[config.mk]
export PLATFORM = sky130hd
export DESIGN_NAME = poly_mult_dummy_sched
export DESIGN_NICKNAME = d
export VERILOG_FILES = /design/src/rtl/poly_mult_dummy_sched.sv
export SDC_FILE = /design/constraint.sdc
export NUM_CORES = 1
export LEC_CHECK = 0
export CAP_MARGIN = 0
export CORE_ASPECT_RATIO = 1.75
export CORE_UTILIZATION = 55
export DETAILED_ROUTE_END_ITERATION = 10
export GPL_TIMING_DRIVEN = 0
export PLACE_DENSITY = 0.83
export SYNTH_ARGS = -nofsm -noshare
export SYNTH_HDL_FRONTEND = slang
export SYNTH_SLANG_ARGS = --single-unit
export TNS_END_PERCENT = 50
[constraint.sdc]
create_clock -name clk -period 3.7 [get_ports clk]
set_input_delay 0.925 -clock clk [delete_from_list [all_inputs] [get_ports clk]]
set_output_delay 0.925 -clock clk [all_outputs]
set_load 0.01 [all_outputs]
[src/rtl/poly_mult_dummy_sched.sv]
// Sequencer for the dummy-insertion sparse polynomial multiplier: interleaves
// MAX_WEIGHT-WEIGHT dummy operations among WEIGHT real ones using random bits.
module poly_mult_dummy_sched #(
    parameter int unsigned WEIGHT         = 66,
    parameter int unsigned MAX_WEIGHT     = 75,
    parameter int unsigned LOGW           = 16,
    parameter int unsigned RAMWIDTH       = 32,
    parameter int unsigned LOG_WEIGHT     = 7,
    parameter int unsigned LOG_MAX_WEIGHT = 7,
    parameter int unsigned RND_ADDR_WIDTH = 10,
    parameter int unsigned RND_BASE       = 0
) (
    input  logic                      clk,
    input  logic                      rst_n,
    input  logic                      start_i,
    output logic                      busy_o,
    output logic                      done_o,
    output logic                      pos_rd_o,
    output logic [LOG_WEIGHT-1:0]     pos_addr_o,
    input  logic [LOGW-1:0]           pos_data_i,
    output logic                      rnd_rd_o,
    output logic [RND_ADDR_WIDTH-1:0] rnd_addr_o,
    input  logic [RAMWIDTH-1:0]       rnd_data_i,
    output logic                      op_valid_o,
    input  logic                      op_ready_i,
    output logic [LOGW-1:0]           op_pos_o,
    output logic                      op_dummy_o,
    output logic [LOG_MAX_WEIGHT-1:0] op_idx_o
);

    localparam int unsigned BPW = $clog2(RAMWIDTH);
    localparam logic [LOG_WEIGHT-1:0]     WEIGHT_C  = LOG_WEIGHT'(WEIGHT);
    localparam logic [LOG_WEIGHT-1:0]     WEIGHT_M1 = LOG_WEIGHT'(WEIGHT - 1);
    localparam logic [LOG_MAX_WEIGHT-1:0] NDUM_C    = LOG_MAX_WEIGHT'(MAX_WEIGHT - WEIGHT);
    localparam logic [LOG_MAX_WEIGHT-1:0] LAST_SLOT = LOG_MAX_WEIGHT'(MAX_WEIGHT - 1);
    localparam logic [BPW-1:0]            LAST_BIT  = BPW'(RAMWIDTH - 1);

    typedef enum logic [2:0] {
        IDLE, RND_REQ, RND_WAIT, POS_REQ, POS_WAIT, DECIDE, ISSUE, DONE
    } state_t;

    state_t state, state_nxt;

    logic [LOG_WEIGHT-1:0]     real_cnt;
    logic [LOG_MAX_WEIGHT-1:0] dum_cnt;
    logic [LOG_MAX_WEIGHT-1:0] slot;
    logic [RAMWIDTH-1:0]       rnd_buf;
    logic [BPW-1:0]            bit_ptr;
    logic [LOGW-1:0]           pos_buf;
    logic                      pos_valid;
    logic [RND_ADDR_WIDTH-1:0] rnd_word_addr;
    logic                      is_dummy;
    logic                      handshake;

    // Forced choices still occupy their bit position so timing is data-independent.
    assign is_dummy  = (real_cnt == WEIGHT_C) ? 1'b1 :
                       (dum_cnt == NDUM_C)    ? 1'b0 : rnd_buf[bit_ptr];
    assign handshake = op_valid_o && op_ready_i;

    always_ff @(posedge clk or negedge rst_n) begin
        if (!rst_n) state <= IDLE;
        else        state <= state_nxt;
    end

    always_comb begin
        state_nxt  = state;
        busy_o     = (state != IDLE);
        done_o     = 1'b0;
        pos_rd_o   = 1'b0;
        pos_addr_o = '0;
        rnd_rd_o   = 1'b0;
        rnd_addr_o = '0;
        unique case (state)
            IDLE:     if (start_i) state_nxt = RND_REQ;
            RND_REQ: begin
                rnd_rd_o   = 1'b1;
                rnd_addr_o = rnd_word_addr;
                state_nxt  = RND_WAIT;
            end
            RND_WAIT: state_nxt = (!pos_valid && real_cnt < WEIGHT_C) ? POS_REQ : DECIDE;
            POS_REQ: begin
                pos_rd_o   = 1'b1;
                pos_addr_o = real_cnt;
                state_nxt  = POS_WAIT;
            end
            POS_WAIT: state_nxt = DECIDE;
            DECIDE:   state_nxt = ISSUE;
            ISSUE: begin
                if (handshake) begin
                    if (slot == LAST_SLOT)                          state_nxt = DONE;
                    else if (bit_ptr == LAST_BIT)                   state_nxt = RND_REQ;
                    else if (!op_dummy_o && real_cnt < WEIGHT_M1)   state_nxt = POS_REQ;
                    else                                            state_nxt = DECIDE;
                end
            end
            DONE: begin
                done_o    = 1'b1;
                state_nxt = IDLE;
            end
            default:  state_nxt = IDLE;
        endcase
    end

    always_ff @(posedge clk or negedge rst_n) begin
        if (!rst_n) begin
            real_cnt      <= '0;
            dum_cnt       <= '0;
            slot          <= '0;
            rnd_buf       <= '0;
            bit_ptr       <= '0;
            pos_buf       <= '0;
            pos_valid     <= 1'b0;
            rnd_word_addr <= '0;
            op_valid_o    <= 1'b0;
            op_pos_o      <= '0;
            op_dummy_o    <= 1'b0;
            op_idx_o      <= '0;
        end else begin
            unique case (state)
                IDLE: begin
                    if (start_i) begin
                        real_cnt      <= '0;
                        dum_cnt       <= '0;
                        slot          <= '0;
                        bit_ptr       <= '0;
                        pos_valid     <= 1'b0;
                        rnd_word_addr <= RND_ADDR_WIDTH'(RND_BASE);
                    end
                end
                RND_WAIT: begin
                    rnd_buf       <= rnd_data_i;
                    bit_ptr       <= '0;
                    rnd_word_addr <= rnd_word_addr + RND_ADDR_WIDTH'(1);
                end
                POS_WAIT: begin
                    pos_buf   <= pos_data_i;
                    pos_valid <= 1'b1;
                end
                DECIDE: begin
                    op_pos_o   <= is_dummy ? rnd_buf[LOGW-1:0] : pos_buf;
                    op_dummy_o <= is_dummy;
                    op_idx_o   <= slot;
                    op_valid_o <= 1'b1;
                end
                ISSUE: begin
                    if (handshake) begin
                        op_valid_o <= 1'b0;
                        slot       <= slot + LOG_MAX_WEIGHT'(1);
                        bit_ptr    <= bit_ptr + BPW'(1);
                        if (op_dummy_o) begin
                            dum_cnt <= dum_cnt + LOG_MAX_WEIGHT'(1);
                        end else begin
                            real_cnt  <= real_cnt + LOG_WEIGHT'(1);
                            pos_valid <= 1'b0;
                        end
                    end
                end
                default: ;
            endcase
        end
    end

endmodule
; ---- Yosys cells after proc, flatten, opt, wreduce, memory -nomap -nowiden
; Index checks and enable logic that the tools add are counted.
[word_totals]
register_bits = 113
in_bits = 52
out_inout_bits = 46
[op_classes]
add_sub_neg = 5
order_cmp = 3
eq_ne = 15
n_mux = 37
n_reduce_logical = 20
[op_table]
columns = op, n
row1 = 7-bit two-way mux, 7
row2 = 7-bit one-hot mux with 2 select lines, 3
row3 = 3-bit one-hot mux with 8 select lines, 1
row4 = "7-bit by 1-bit adder with 7-bit output, second input constant", 3
row5 = 10-bit two-way mux, 2
row6 = 10-bit one-hot mux with 2 select lines, 1
row7 = 3-bit two-way mux, 6
row8 = 16-bit two-way mux, 1
row9 = 5-bit one-hot mux with 3 select lines, 1
row10 = "7-bit equality test, second input constant", 2
row11 = "7-bit < comparator, second input constant", 2
row12 = "3-bit equality test, second input constant", 4
row13 = 4-bit AND reduction, 3
row14 = "10-bit by 1-bit adder with 10-bit output, second input constant", 1
row15 = 1-bit two-way mux, 10
row16 = 5-bit two-way mux, 2
row17 = 3-bit nonzero test, 3
row18 = "2-bit inequality test, second input constant", 4
row19 = "7-bit by 4-bit equality test with 1-bit output, second input constant", 1
row20 = "3-bit by 2-bit equality test with 1-bit output, second input constant", 2
row21 = "5-bit by 6-bit < comparator with 1-bit output, second input constant", 1
row22 = 2-bit AND reduction, 3
row23 = 3-bit AND reduction, 2
row24 = 2-bit nonzero test, 3
row25 = 9 further kinds, 12

; ---- Logic depth before layout (Yosys ltp)
[depth]
depth_word = 7
depth_mapped = 10

; ---- Least setup slack after synthesis
; Ideal clock, no wire load.
[synth_path]
path_type = register to output
startpoint = register state[0]
endpoint = output port pos_addr_o[1]
t_arrival_ns = 1.427
required_time_ns = 2.775
setup_slack_ns = 1.348
path_stages_with_launch = 6
path_cell_list = dfrtp_1 > clkbuf_1 > clkbuf_1 > nand2_1 > nor2_1 > and2_1
[synth_between]
elab_chain_cells = 2
[synth_rtl]
columns = element, line_no
row1 = from (decl), 42  ; state_t state, state_nxt;
row2 = from (signal assigned), 62  ; else state <= state_nxt;
row3 = 3-bit by 2-bit equality test with 1-bit output, 73  ; unique case (state)
row4 = 7-bit two-way mux, 73
row5 = to (decl), 19  ; output logic [LOG_WEIGHT-1:0] pos_addr_o,
; Every way passes these cells.

; ---- Worst setup path in the final report
[layout_path]
startpoint = register state[0]
endpoint = output port pos_addr_o[3]
; Same word-level chain as after synthesis.

==> results.txt <==
Post-CTS repair changed the size of 0 cells. The net count of the finished layout is 711. The initial standard-cell utilization of the core came out at 56.5%. The final-layout setup total negative slack is 0 ns. The count of unique library cells instantiated by Yosys is 47.

The final estimated routing congestion in global placement is 0.862. The clock root buffer is sky130_fd_sc_hd__clkbuf_16. The layout overhead on the synthesized area is 33.9%. The signal on the critical path passes through clkbuf_1, clkbuf_1, nand2_1, nor2_1, and2_1, clkdlybuf4s50_1. The overall die area is 0.0101 sq mm.

The number of antenna violations at the first check in global routing was 0. The startpoint of the lowest-slack register-to-register path is bit_ptr[0]$_DFFE_PN0P_. 98 I/O pins were placed.

In this run the most critical hold path is launched from rnd_buf[25]$_DFFE_PN0P_. The gate count after technology mapping came out at 533. The share of synthesized area occupied by flip-flops and latches came out at 52.8%. The post-detailed-route count of antenna-violating nets came out at 0.

The clock transition at the register clock pins on the worst setup and hold paths after CTS is 0.06 ns. The remaining global-route overflow is 0. The synthesized netlist net count came out at 594. In this run, synthesis inferred 0 flip-flops with an integrated enable. The category of cells accounting for the largest share of critical-path delay is buffers and inverters. The floorplan row count is 47. The share of cells above drive strength 1 came out at 11.3%. The global-route usage over all layers came out at 29.5%. Setup repair after global routing left no endpoint under its margin. The hold-fix buffer count after cts came out at 0. The largest net degree at the start of global routing came out at 68. The critical path ends at pos_addr_o[3]. The die is 132 um tall. The post-placement cell area is 0.00650 sq mm. Counting cells, the worst reg-to-reg path comes to 8. The kind of launch point of the worst setup path is a flip-flop.

The number of buffers added for setup after CTS came out at 0. The maximum buffer depth of the clock tree is 2. The share of flip-flops with an asynchronous set or reset came out at 100%. The core outline area is 0.00947 sq mm.

The deepest level of the CTS H-tree came out at 4. For this block, the routed nets add up to 13700 um of wire. The via density per instance came out at 5.70.

The first-pass GRT wire length came out at 23000 um. The max-slew violation total from the final report is 0. The quantity of I/O buffers inserted on ports is 97.

The final number of setup-violating endpoints is 0. The timing-limited maximum frequency came out at 286 MHz. The routed via count is 4476.

VDD sags by at most 593 uV. The worst pin sits at a relative slew slack of 43.7%. The minimum clock period came out at 3.50 ns. The clock buffer count from CTS is 17.

The number of global-route vias before repair came out at 4767. The max-capacitance violation count came out at 0. After detailed routing, the average wire length per cell comes to 17.4 um. The repair_antennas step left the layout with diodes totalling 0. For the final database, setup skew stands at 0.00420 ns. The die is 76.6 um wide. The number of DRC violations after detailed routing is 0. The detailed router finished its first iteration with 256 violations. The reg-to-reg critical path endpoint is op_pos_o[8]$_DFFE_PN0P_. For this design, the sink count on the clock tree is 113. The share of the cycle needed by the critical path after routing is 94.7%. Data arrives at the worst endpoint at 2.58 ns.

The clock reaches the later pin of the worst-skew pair after 0.41 ns. The tightest min-delay check is of the flip-flop to flip-flop type. The worst hold slack came out at 0.482 ns.

The HPWL after detailed placement came out at 9340 um. The maximum fanout along the worst path is 10. STA puts the critical path data required time at 2.77 ns.

Once layout is done, the placed cells without fillers occupy 0.00717 sq mm. The CTS tree is built. The most critical setup path has its startpoint at state[0]$_DFFE_PN0P_.

The slew at the pin closest to its max-slew limit came out at 0.842 ns. By instance count, the cell type seen most on the critical path is sky130_fd_sc_hd__clkbuf_1. In this run the power density over the cells is 813 mW/mm^2. The flow ran to the end, and the final reports show no timing, DRC or antenna violations. After synthesis the netlist holds a flip-flop and latch count of 113. In this run the register-to-register setup slack is 1.19 ns. The highest cell delay on the worst timing path came out at 0.54 ns. The first-pass iteration count of the detailed router is 5.

The worst-case setup margin in the final layout is 0.198 ns. Yosys printed 0 warnings. The critical path in this run is classified as flip-flop to output pin. The post-synthesis instance area came out at 0.00535 sq mm. The mean area per synthesized cell is 10.0 sq um.

The critical-path cell with the highest stage delay is sky130_fd_sc_hd__clkdlybuf4s50_1. The count of final hold-check violations is 0. The critical path contains buffers and inverters numbering 3 combined. For this run, the leading register cell type out of synthesis is sky130_fd_sc_hd__dfrtp_1. The setup slack at placement came out at 0.611 ns. The critical path runs through a total of 6 cells.

The worst setup path is captured at an output pin. The cell count of the worst hold path came out at 2. The static leakage came out at 0.00327 uW.
cell usage in the layout, fill, tap and decap left out, types with 3 or more instances in the layout:
cell type                         instances
sky130_fd_sc_hd__bufinv_16                6
sky130_fd_sc_hd__dfrtp_1                113
sky130_fd_sc_hd__clkinvlp_4               3
sky130_fd_sc_hd__nand2b_1                 4
sky130_fd_sc_hd__nor2_1                  29
sky130_fd_sc_hd__and3_1                   5
sky130_fd_sc_hd__a221o_1                 11
sky130_fd_sc_hd__nor3_1                   6
sky130_fd_sc_hd__ha_1                     9
sky130_fd_sc_hd__a31oi_1                  3
sky130_fd_sc_hd__nand4_1                 10
sky130_fd_sc_hd__o21ai_0                 24
sky130_fd_sc_hd__nand3_1                 19
sky130_fd_sc_hd__buf_2                    3
sky130_fd_sc_hd__mux2i_1                 16
sky130_fd_sc_hd__or3_1                    5
sky130_fd_sc_hd__a21oi_1                 10
sky130_fd_sc_hd__a22oi_1                  4
sky130_fd_sc_hd__buf_4                    3
sky130_fd_sc_hd__inv_1                    6
sky130_fd_sc_hd__clkbuf_1                17
sky130_fd_sc_hd__clkbuf_16               17
sky130_fd_sc_hd__clkinv_2                 4
sky130_fd_sc_hd__and2b_1                  3
sky130_fd_sc_hd__nand2_1                128
sky130_fd_sc_hd__clkdlybuf4s50_1         96
sky130_fd_sc_hd__mux2_2                  23
sky130_fd_sc_hd__a221o_2                  5
sky130_fd_sc_hd__xor2_1                  12
sky130_fd_sc_hd__xnor2_1                  3
sky130_fd_sc_hd__and2_1                  32
cell type report:
class                      count  area, sq um
timing repair buffer          98          996
clock inverter                15          240
clock buffer                  17          425
inverter                       6         22.5
sequential                   113         2830
buffer                        26          151
multi-input combinational    388         2350
fill                         639         2300
tap                          122          153
flip-flops by register name, summed over array words and instances, names as in the netlist:
register and cells:
slot 7, pos_valid 1, pos_buf 16, bit_ptr 5
dum_cnt 7, op_valid_o 1, rnd_word_addr 10, op_pos_o 16
op_dummy_o 1, op_idx_o 7, real_cnt 7, rnd_buf 32
state 3
kinds of logic (layout without fill, tap and decap cells):
logic type               Yosys count  in the layout  synth area share, %
flip-flops                       113            113                 52.8
AO/OA/AOI/OAI                     74             74                 9.80
AND/OR/NAND/NOR                  251            251                 21.7
adder cells (fa/ha/maj)            9              9                 2.10
XOR/XNOR                          15             15                 2.46
buffers and inverters             32            162                 3.25
multiplexers                      39             39                 7.83
through the flow:
stage                     util (%)  total power (uW)  cells
after floorplan                  -              3190    533
after global placement        68.4              3860    752
after detailed placement      68.7              3940    753
after CTS                     75.7              5830    785
after global routing          75.7              6140    785
final                         75.7              5830    785
tightest hold or removal path: cells and delay by family (launching register included):
kind             cells  cell delay (ns)
AND/OR/NAND/NOR      2             0.11
flip-flops           1             0.34
report_power, final:
part           internal (uW)  leakage (uW)  switching [uW]  total [uW]
Clock                   1260      0.000319             579        1840
Combinational            908       0.00150            1080        1990
Sequential              1680       0.00145             320        2000
Total                   3840       0.00327            1980        5830
cells in the mapped netlist, drive strengths merged, types with 9 or more instances:
cell type / n / area share, %
dfrtp: 113 / 53
nand4: 10 / 1.2
and2: 32 / 3.7
a221o: 16 / 3.1
nand3: 19 / 1.8
ha: 9 / 2.1
o21ai: 24 / 2.2
clkbuf: 17 / 1.2
xor2: 12 / 2.0
nor2: 29 / 2.0
nand2: 128 / 9.0
buf: 9 / 1.6
mux2i: 16 / 3.0
mux2: 23 / 4.8
a21oi: 11 / 1.1
how the worst min path moves through the flow:
stage                                          to  slack (ns)
after floorplan             pos_valid$_DFFE_PN0P_        0.44
after global placement      pos_valid$_DFFE_PN0P_        0.46
after detailed placement  rnd_buf[20]$_DFFE_PN0P_        0.46
after CTS                 rnd_buf[25]$_DFFE_PN0P_        0.48
after global routing      rnd_buf[25]$_DFFE_PN0P_        0.48
final                     rnd_buf[25]$_DFFE_PN0P_        0.48
per-layer routing:
layer,track usage [%],wire length (um),vias up
met2,52.9,7560,186
met1,31.7,4810,2177
met5,0,0,-
met3,6.41,692,45
met4,16.6,619,0
li1,-,-,2068
Note: power is estimated with default switching activity, not from simulation.
